<file path="config.mk">
export PLATFORM = sky130hd
export DESIGN_NAME = uart_io_tx_flat
export DESIGN_NICKNAME = d
export VERILOG_FILES = /design/src/rtl/uart_io_pkg.sv /design/src/rtl/uart_io_if.sv /design/src/rtl/uart_io_fifo.sv /design/src/rtl/uart_io_tx.sv /design/src/flat_wrapper.sv
export SDC_FILE = /design/constraint.sdc
export NUM_CORES = 1
export LEC_CHECK = 0
export CAP_MARGIN = 40
export CORE_MARGIN = 3
export CORE_UTILIZATION = 55
export CTS_CLUSTER_DIAMETER = 80
export DETAILED_ROUTE_END_ITERATION = 12
export PLACE_DENSITY = 0.83
export SYNTH_ARGS = -nofsm -noshare
export SYNTH_HDL_FRONTEND = slang
export SYNTH_SLANG_ARGS = --single-unit
</file>
<file path="constraint.sdc">
create_clock -name clk -period 6.4 [get_ports clk]
set_input_delay 1.28 -clock clk [delete_from_list [all_inputs] [get_ports clk]]
set_output_delay 1.28 -clock clk [all_outputs]
set_load 0.02 [all_outputs]
</file>
<file path="src/rtl/uart_io_pkg.sv">
// Shared definitions for the UART output transmitter: FSM encodings and frame sizing.
// Frame length depends on UART_TX_PARITY_EN (8E1 when defined, 8N1 otherwise).
package uart_io_pkg;

   typedef enum logic [2:0] {
      ST_IDLE   = 3'd0,
      ST_START  = 3'd1,
      ST_DATA   = 3'd2,
      ST_PARITY = 3'd3,
      ST_STOP   = 3'd4
   } tx_state_t;

   localparam int DEFAULT_CLK_DIV = 434;
   localparam int DATA_BITS       = 8;

`ifdef UART_TX_PARITY_EN
   localparam int FRAME_BITS = 11;
`else
   localparam int FRAME_BITS = 10;
`endif

   function automatic logic even_parity(input logic [DATA_BITS-1:0] b);
      return ^b;
   endfunction

endpackage

</file>
<file path="src/rtl/uart_io_if.sv">
// Byte hand-off from the I/O output block into the UART transmitter queue.
interface uart_io_if;

   logic [7:0] uart_io_char;
   logic       uart_io_we;
   logic       uart_io_full;

   modport master (
      output uart_io_char,
      output uart_io_we,
      input  uart_io_full
   );

   modport slave (
      input  uart_io_char,
      input  uart_io_we,
      output uart_io_full
   );

endinterface

</file>
<file path="src/rtl/uart_io_fifo.sv">
// Synchronous FIFO with extra-bit pointers; full/empty decode only from registers.
// Pushes while full are dropped and latch a sticky overrun flag.
module uart_io_fifo #(
   parameter int DATA_W  = 8,
   parameter int FIFO_AW = 4
) (
   input  logic              clk,
   input  logic              rst,
   input  logic              push,
   input  logic [DATA_W-1:0] push_data,
   input  logic              pop,
   output logic [DATA_W-1:0] pop_data,
   output logic              full,
   output logic              empty,
   output logic [FIFO_AW:0]  count,
   output logic              overrun
);

   localparam int DEPTH = 1 << FIFO_AW;
   localparam logic [FIFO_AW:0] FULL_CNT = {1'b1, {FIFO_AW{1'b0}}};

   logic [DATA_W-1:0] mem [DEPTH];
   logic [FIFO_AW:0]  wp;
   logic [FIFO_AW:0]  rp;
   logic              push_ok;
   logic              pop_ok;

   assign count    = wp - rp;
   assign full     = (count == FULL_CNT);
   assign empty    = (wp == rp);
   assign push_ok  = push && !full;
   assign pop_ok   = pop && !empty;
   assign pop_data = mem[rp[FIFO_AW-1:0]];

   always_ff @(posedge clk or posedge rst) begin
      if (rst) begin
         wp      <= '0;
         rp      <= '0;
         overrun <= 1'b0;
      end else begin
         if (push_ok)
            wp <= wp + 1'b1;
         if (pop_ok)
            rp <= rp + 1'b1;
         // full is registered state, so a same-cycle pop never rescues the push
         if (push && full)
            overrun <= 1'b1;
      end
   end

   always_ff @(posedge clk) begin
      if (push_ok)
         mem[wp[FIFO_AW-1:0]] <= push_data;
   end

endmodule

</file>
<file path="src/rtl/uart_io_tx.sv">
// Queued 8N1 serial transmitter for the memory-mapped UART output port.
// Define UART_TX_PARITY_EN to insert an even-parity bit (8E1 frames).
module uart_io_tx
   import uart_io_pkg::*;
#(
   parameter int CLK_DIV = DEFAULT_CLK_DIV,
   parameter int FIFO_AW = 4
) (
   input  logic     clk,
   input  logic     rst,
   uart_io_if.slave io,
   output logic     tx,
   output logic     tx_busy,
   output logic     tx_fifo_overrun
);

   localparam logic [15:0] BAUD_RELOAD = 16'(CLK_DIV - 1);

   tx_state_t            state;
   tx_state_t            state_next;
   logic [15:0]          baud;
   logic [15:0]          baud_next;
   logic [2:0]           bit_idx;
   logic [2:0]           bit_idx_next;
   logic [DATA_BITS-1:0] shreg;
   logic                 tx_next;
   logic                 baud_done;

   logic                 fifo_pop;
   logic [DATA_BITS-1:0] fifo_data;
   logic                 fifo_full;
   logic                 fifo_empty;
   logic [FIFO_AW:0]     fifo_count;

   uart_io_fifo #(
      .DATA_W  (DATA_BITS),
      .FIFO_AW (FIFO_AW)
   ) u_fifo (
      .clk       (clk),
      .rst       (rst),
      .push      (io.uart_io_we),
      .push_data (io.uart_io_char),
      .pop       (fifo_pop),
      .pop_data  (fifo_data),
      .full      (fifo_full),
      .empty     (fifo_empty),
      .count     (fifo_count),
      .overrun   (tx_fifo_overrun)
   );

   assign io.uart_io_full = fifo_full;
   assign baud_done       = (baud == '0);

   always_comb begin
      state_next   = state;
      baud_next    = baud;
      bit_idx_next = bit_idx;
      fifo_pop     = 1'b0;
      case (state)
         ST_IDLE: begin
            if (!fifo_empty) begin
               fifo_pop   = 1'b1;
               state_next = ST_START;
               baud_next  = BAUD_RELOAD;
            end
         end
         ST_START: begin
            if (baud_done) begin
               state_next   = ST_DATA;
               bit_idx_next = 3'd0;
               baud_next    = BAUD_RELOAD;
            end else begin
               baud_next = baud - 16'd1;
            end
         end
         ST_DATA: begin
            if (baud_done) begin
               baud_next = BAUD_RELOAD;
               if (bit_idx == 3'd7) begin
`ifdef UART_TX_PARITY_EN
                  state_next = ST_PARITY;
`else
                  state_next = ST_STOP;
`endif
               end else begin
                  bit_idx_next = bit_idx + 3'd1;
               end
            end else begin
               baud_next = baud - 16'd1;
            end
         end
`ifdef UART_TX_PARITY_EN
         ST_PARITY: begin
            if (baud_done) begin
               state_next = ST_STOP;
               baud_next  = BAUD_RELOAD;
            end else begin
               baud_next = baud - 16'd1;
            end
         end
`endif
         ST_STOP: begin
            if (baud_done)
               state_next = ST_IDLE;
            else
               baud_next = baud - 16'd1;
         end
         default: state_next = ST_IDLE;
      endcase
   end

   // tx is decoded from the next state so the registered line lines up with state
   always_comb begin
      tx_next = 1'b1;
      case (state_next)
         ST_START:  tx_next = 1'b0;
         ST_DATA:   tx_next = shreg[bit_idx_next];
`ifdef UART_TX_PARITY_EN
         ST_PARITY: tx_next = even_parity(shreg);
`endif
         default:   tx_next = 1'b1;
      endcase
   end

   always_ff @(posedge clk or posedge rst) begin
      if (rst) begin
         state   <= ST_IDLE;
         baud    <= '0;
         bit_idx <= '0;
         tx      <= 1'b1;
         tx_busy <= 1'b0;
      end else begin
         state   <= state_next;
         baud    <= baud_next;
         bit_idx <= bit_idx_next;
         tx      <= tx_next;
         tx_busy <= (state != ST_IDLE) || (fifo_count != '0);
      end
   end

   always_ff @(posedge clk) begin
      if (fifo_pop)
         shreg <= fifo_data;
   end

endmodule
</file>
<file path="src/flat_wrapper.sv">
// flat-port wrapper written by rule: the top's interface ports become plain ports
module uart_io_tx_flat import uart_io_pkg::*;
#(
   parameter int CLK_DIV = DEFAULT_CLK_DIV,
   parameter int FIFO_AW = 4
)
  (clk, rst, tx, tx_busy, tx_fifo_overrun, io_uart_io_char, io_uart_io_we, io_uart_io_full);
  uart_io_if io_i ();
  input  logic clk;
  input  logic rst;
  output logic tx;
  output logic tx_busy;
  output logic tx_fifo_overrun;
  input wire logic [$bits(io_i.uart_io_char)-1:0] io_uart_io_char;
  input wire logic [$bits(io_i.uart_io_we)-1:0] io_uart_io_we;
  output wire logic [$bits(io_i.uart_io_full)-1:0] io_uart_io_full;
  assign io_i.uart_io_char = io_uart_io_char;
  assign io_i.uart_io_we = io_uart_io_we;
  assign io_uart_io_full = io_i.uart_io_full;
  uart_io_tx #(.CLK_DIV(CLK_DIV), .FIFO_AW(FIFO_AW)) u_core (.clk(clk), .rst(rst), .io(io_i), .tx(tx), .tx_busy(tx_busy), .tx_fifo_overrun(tx_fifo_overrun));
endmodule
</file>
After elaboration in Yosys (flattened, before gate mapping)
Memory sizes are Yosys's and may differ from the RTL's. A register that Yosys moved wholly into a read port is not among the register bits.
Cells that the tools add are included.
{"block": "classes", "add_sub_neg": 5, "n_lt_le_gt_ge": 1, "eq_ne": 10, "n_mux": 21, "n_reduce_logical": 13}
{"op": "$mux W16", "n": 3}
{"op": "$pmux W16 S3", "n": 1}
{"op": "$mux W3", "n": 8}
{"op": "$logic_not A16 Y1", "n": 1}
{"op": "$sub A16 B1 Y16 const B", "n": 1}
{"op": "$pmux W3 S4", "n": 1}
{"op": "$add A5 B1 Y5 const B", "n": 2}
{"op": "$eq A3 B1 Y1 const B", "n": 2}
{"op": "$eq A3 B2 Y1 const B", "n": 2}
{"op": "$eq A3 B3 Y1 const B", "n": 2}
{"op": "$pmux W3 S2", "n": 1}
{"op": "$reduce_bool A3 Y1", "n": 2}
{"op": "$eq A5 B5 Y1", "n": 1}
{"op": "$eq A5 B5 Y1 const B", "n": 1}
{"op": "$mux W1", "n": 5}
{"op": "$reduce_bool A5 Y1", "n": 1}
{"op": "$sub A5 B5 Y5", "n": 1}
{"op": "$lt A3 B4 Y1 const B", "n": 1}
{"op": "$ne A2 B2 Y1 const B", "n": 2}
{"op": "$add A3 B1 Y3 const B", "n": 1}
{"op": "$bmux W1 S3", "n": 1}
{"op": "$logic_and A1 B1 Y1", "n": 3}
{"op": "$logic_not A3 Y1", "n": 1}
{"op": "$reduce_and A3 Y1", "n": 1}
{"op": "4 further kinds", "n": 5}
{"block": "word_totals", "regBits": 35, "ramBits": 128, "input_bits": 11, "output_inout_bits": 4, "word_cells": 59, "mem_count": 1}
{"name": "u_core.u_fifo.mem", "depth": 16, "word_bits": 8, "read_ports": 1, "rd_clocked_by_memory_dff": 1, "write_ports": 1, "line_no": "uart_io_fifo.sv:22", "source": "logic [DATA_W-1:0] mem [DEPTH];"}

Depth between registers and ports, before layout
{"block": "depth", "depth_word": 7, "mapped_depth": 12, "ltp_nobuf": 10}

Modules after synthesis
A second synthesis with hierarchy kept.
{"block": "hier_totals", "cells_unflattened": 471, "area_unflattened_um2": 7367.1}
{"mod": "uart_io_fifo", "instances": 1, "cells_per_inst": 311, "area_per_inst_um2": 5689.2, "seq_area_each_um2": 4119.0}
{"mod": "uart_io_tx", "instances": 1, "cells_per_inst": 160, "area_per_inst_um2": 1677.9, "seq_area_each_um2": 842.1}

Worst setup path before layout
OpenSTA, ideal clock, no wires.
{"block": "synth_path", "path_type": "reg2out", "from": "register u_core.u_fifo.rp[1]", "to": "output io_uart_io_full", "arrival_ps": 2370, "required_ps": 5120, "path_slack_ps": 2750, "path_stages_with_launch": 10, "path_buffers": 2, "cell_sequence": "dfrtp_1 -> clkbuf_1 -> buf_1 -> inv_1 -> ha_1 -> nor2b_1 -> or4_1 -> a21boi_0 -> o21a_1 -> and3_1"}
{"block": "synth_via", "elab_chain_cells": 2}
{"element": "from (decl)", "line_no": "uart_io_fifo.sv:24", "source": "logic [FIFO_AW:0] rp;"}
{"element": "from (signal assigned)", "line_no": "uart_io_fifo.sv:44", "source": "rp <= rp + 1'b1;"}
{"element": "$sub A5 B5 Y5", "line_no": "uart_io_fifo.sv:28", "source": "assign count = wp - rp;"}
{"element": "$eq A5 B5 Y1", "line_no": "uart_io_fifo.sv:29", "source": "assign full = (count == FULL_CNT);"}
{"element": "to (decl)", "line_no": "flat_wrapper.sv:16", "source": "output wire logic [$bits(io_i.uart_io_full)-1:0] io_uart_io_full;"}
Every way passes these cells.

Final worst setup path
Same ends and word-level chain as after synthesis.

==> results by group <==
Synth
  – Simple logic cell fraction of the synthesized area: 0.0912
  – Commonest cells post-synth: 136 x edfxtp_1, 40 x mux4_2, 34 x dfrtp_1
  – Most frequent cell after synthesis: edfxtp_1
  – Mux contribution to synthesized area: 0.125
  – Post-Synthesis Cells: 436
  – Syn Area/Cell: 16.8 um^2
  – Mapped Nets: 459
  – Synth Area in XOR/XNOR: 0.0227
  – Dominant cells by area after synthesis: edfxtp_1 56%, mux4_2 12%, dfrtp_1 12%, ha_1 2.1%, and3_1 1.5%
  – Synth top area share: 0.558
  – Post-synthesis async set-or-reset flop share: 0.205
  – Unique masters post-synth: 55
  – Top FF cell, synth: edfxtp_1
  – Main combinational cell family by area after synthesis: multiplexers
  – EDFF count, synth: 136
  – Compound-Gate Fraction of Synth Area: 0.0419
  – Mapped cell area: 7320 um^2
  – Sequential area share after synthesis: 0.678
  – Synthesis-stage register bit count: 171
  – Largest area contributor in the netlist: edfxtp_1
  – Synth Area in Adders: 0.0205
  – Ys Warns: 0

Timing
  – Setup Skew: 14.1 ps
  – RSZ-0062 raised after global routing: no
  – Fin Setup TNS: 0 ps
  – Max-slew violations: 0
  – Slew @ Worst Pin: 976 ps
  – Slew HR: 0.332
  – Fin. Hold Viols: 0
  – Final Cycle Share: 0.725
  – Fmax: 215 MHz
  – # setup viols final: 0
  – Final worst slack: 1760 ps
  – Min cycle time layout: 4640 ps

Setup path
  – Worst Path Max Fanout: 35
  – WS Path Type: flop to output pin
  – Worst setup EP type: output pin
  – WP data arrival: 3360 ps
  – Worst reg2reg path depth: 12
  – CP required: 5120 ps
  – Type of element launching the critical path: flop

Floorplan
  – Core Region: 12,800 um^2
  – FP Rows: 41
  – Initial core utilization: 0.570
  – Die Area: 14,700 um^2
  – Die Ht: 121 um
  – Die width: 121 um
  – Io pins: 15

CTS
  – CTS max path bufs: 2
  – CTS Hold Bufs: 0
  – CTS root buf: clkbuf_16
  – Worst-Skew Late Latency: 430 ps
  – Sinks on Clock Net: 171
  – Post-CTS setup buffer count: 0
  – H-tree Lvls: 4
  – CTS tree: built
  – Cts bufs inserted: 17
  – Post-CTS sizing: 0
  – Clk slew on worst S/H paths: 70 ps

Place
  – DP Worst Slack: 2220 ps
  – IO buf count: 14
  – Global placement routability congestion: 0.822
  – Placed wire-length estimate: 9150 um

Routing
  – Residual DRC: 0
  – Drt total wl: 14,900 um
  – Vias per cell: 6.35
  – Routed Antenna Nets: 0
  – Vias: 4,067
  – Iter 0 DRT Violations: 486
  – Routed wire per std cell: 23.2 um
  – DR pass1 iterations: 5

Layout
  – P&R area growth vs syn: 12.1%
  – Area of the multi-input gates: 2200 um^2
  – Final net count: 478
  – Diodes inserted: 0
  – Share of cells above drive strength 1: 0.203
  – FILL cells: 862
  – Register cell area after layout: 4960 um^2

Pwr
  – Net Sw Frac: 0.293
  – Part of the power in registers: 0.484
  – Gate power share: 0.186
  – Sw power: 0.872 mW
  – Clock share of power: 0.330
  – PD cells: 362 nW/um^2
  – Lkg Pwr: 2.85 nW
  – VDD IR max: 0.230 mV
  – Int Pwr: 2.10 mW

Status
  – Status: completed

Run
  – MaxCap Viol Count: 0

Global route
  – GRT Residual Overflow: 0
  – Largest net degree at the start of global routing: 37
  – Global-route wire length before repair: 23,600 um
  – Vias in the first global route: 4,062
  – Initial antenna violation count: 0
  – All-Layer GR Usage: 0.218

Min path
  – Hold path depth: 1
  – Hold Path Class: flop to flop
-- stage by stage --
step	hold slack, ps	utilization	area, um^2	std cells	total power, mW
after CTS	471	0.640	8200	640	2.98
final	468	0.640	8200	640	2.97
after global routing	494	0.640	8200	640	3.09
after detailed placement	455	0.595	7620	608	1.99
after floorplan	453	-	7320	436	1.82
after global placement	440	0.594	7620	607	1.95
-- cell families (layout without fill, tap and decap cells) --
logic type	after synthesis	count (layout)
mux	41	41
simple gates	113	113
xor+xnor	19	19
buf+inv	36	68
compound gates	44	44
fa+ha+maj	12	12
flops	171	171
-- cells in the final DEF (no fill, tap or decap), types with 3 or more instances in the layout --
cell,count
nor4_1,4
a21oi_1,9
nand3_1,7
nor4b_1,3
clkdlybuf4s50_1,14
xnor2_1,10
xor2_1,9
clkinvlp_4,3
o21ai_0,10
or3_2,3
nand2b_1,3
edfxtp_1,136
nand4_1,10
clkbuf_16,17
nor2_1,21
inv_1,15
mux4_2,40
nor2b_1,6
ha_1,12
nor3_1,7
nand2_1,10
and3_1,18
buf_4,6
a21boi_0,4
or3_1,6
inv_8,5
dfrtp_1,33
-- flip-flops by register name, indices dropped and copies added, names as in the netlist --
register and count:
u_core.state 3, u_core.shreg 8, u_core.tx_busy 1, u_core.u_fifo.overrun 1
u_core.tx 1, u_core.u_fifo.rp 5, u_core.baud 16, u_core.bit_idx 3
u_core.u_fifo.wp 5, u_core.u_fifo.mem 128
-- power by group through the flow --
stage | Combinational [mW] | Clock, mW | Sequential (mW)
global route | 0.602 | 1.03 | 1.45
global placement | 0.511 | 0 | 1.44
CTS | 0.555 | 0.992 | 1.43
finish | 0.554 | 0.981 | 1.44
detailed placement | 0.541 | 0 | 1.45
floorplan | 0.395 | 0 | 1.42
-- layout make-up --
type,instances,share of cell area
Clock buffer,17,0.0519
Clock inverter,15,0.0185
Inverter,16,0.00732
Multi-Input combinational cell,229,0.268
Sequential cell,171,0.605
Tap cell,172,0.0262
Timing Repair Buffer,20,0.0226
-- per-layer routing --
layer,wire [um],up-vias,global-route usage,part of all wire
met5,0,-,0,0
met4,138,0,0.0595,0.0093
met3,999,22,0.0494,0.067
met2,7720,186,0.353,0.52
met1,6000,2089,0.304,0.40
li1,-,1770,-,-
-- worst paths after layout --
path / endpoint / start / slack, ps
setup / recovery: io_uart_io_full / u_core.u_fifo.rp[1] / 1760
hold / removal: u_core.u_fifo.overrun / u_core.u_fifo.overrun / 470
setup reg to reg: u_core.u_fifo.mem[3][1] / u_core.u_fifo.rp[1] / 2890
hold reg to reg: u_core.u_fifo.overrun / u_core.u_fifo.overrun / 470
max in group asynchronous: u_core.u_fifo.rp[0] / rst / 4800
min in group asynchronous: u_core.baud[12] / rst / 1250
-- worst max-delay path: stages, from the launching register on --
cell and delay, ps:
dfrtp_1 330, buf_4 410, inv_1 120, ha_1 300, nor2b_1 160, or4_1 410
a21boi_0 200, o21a_1 190, and3_1 200, clkdlybuf4s50_1 620
(Power assumes the default switching activity.)
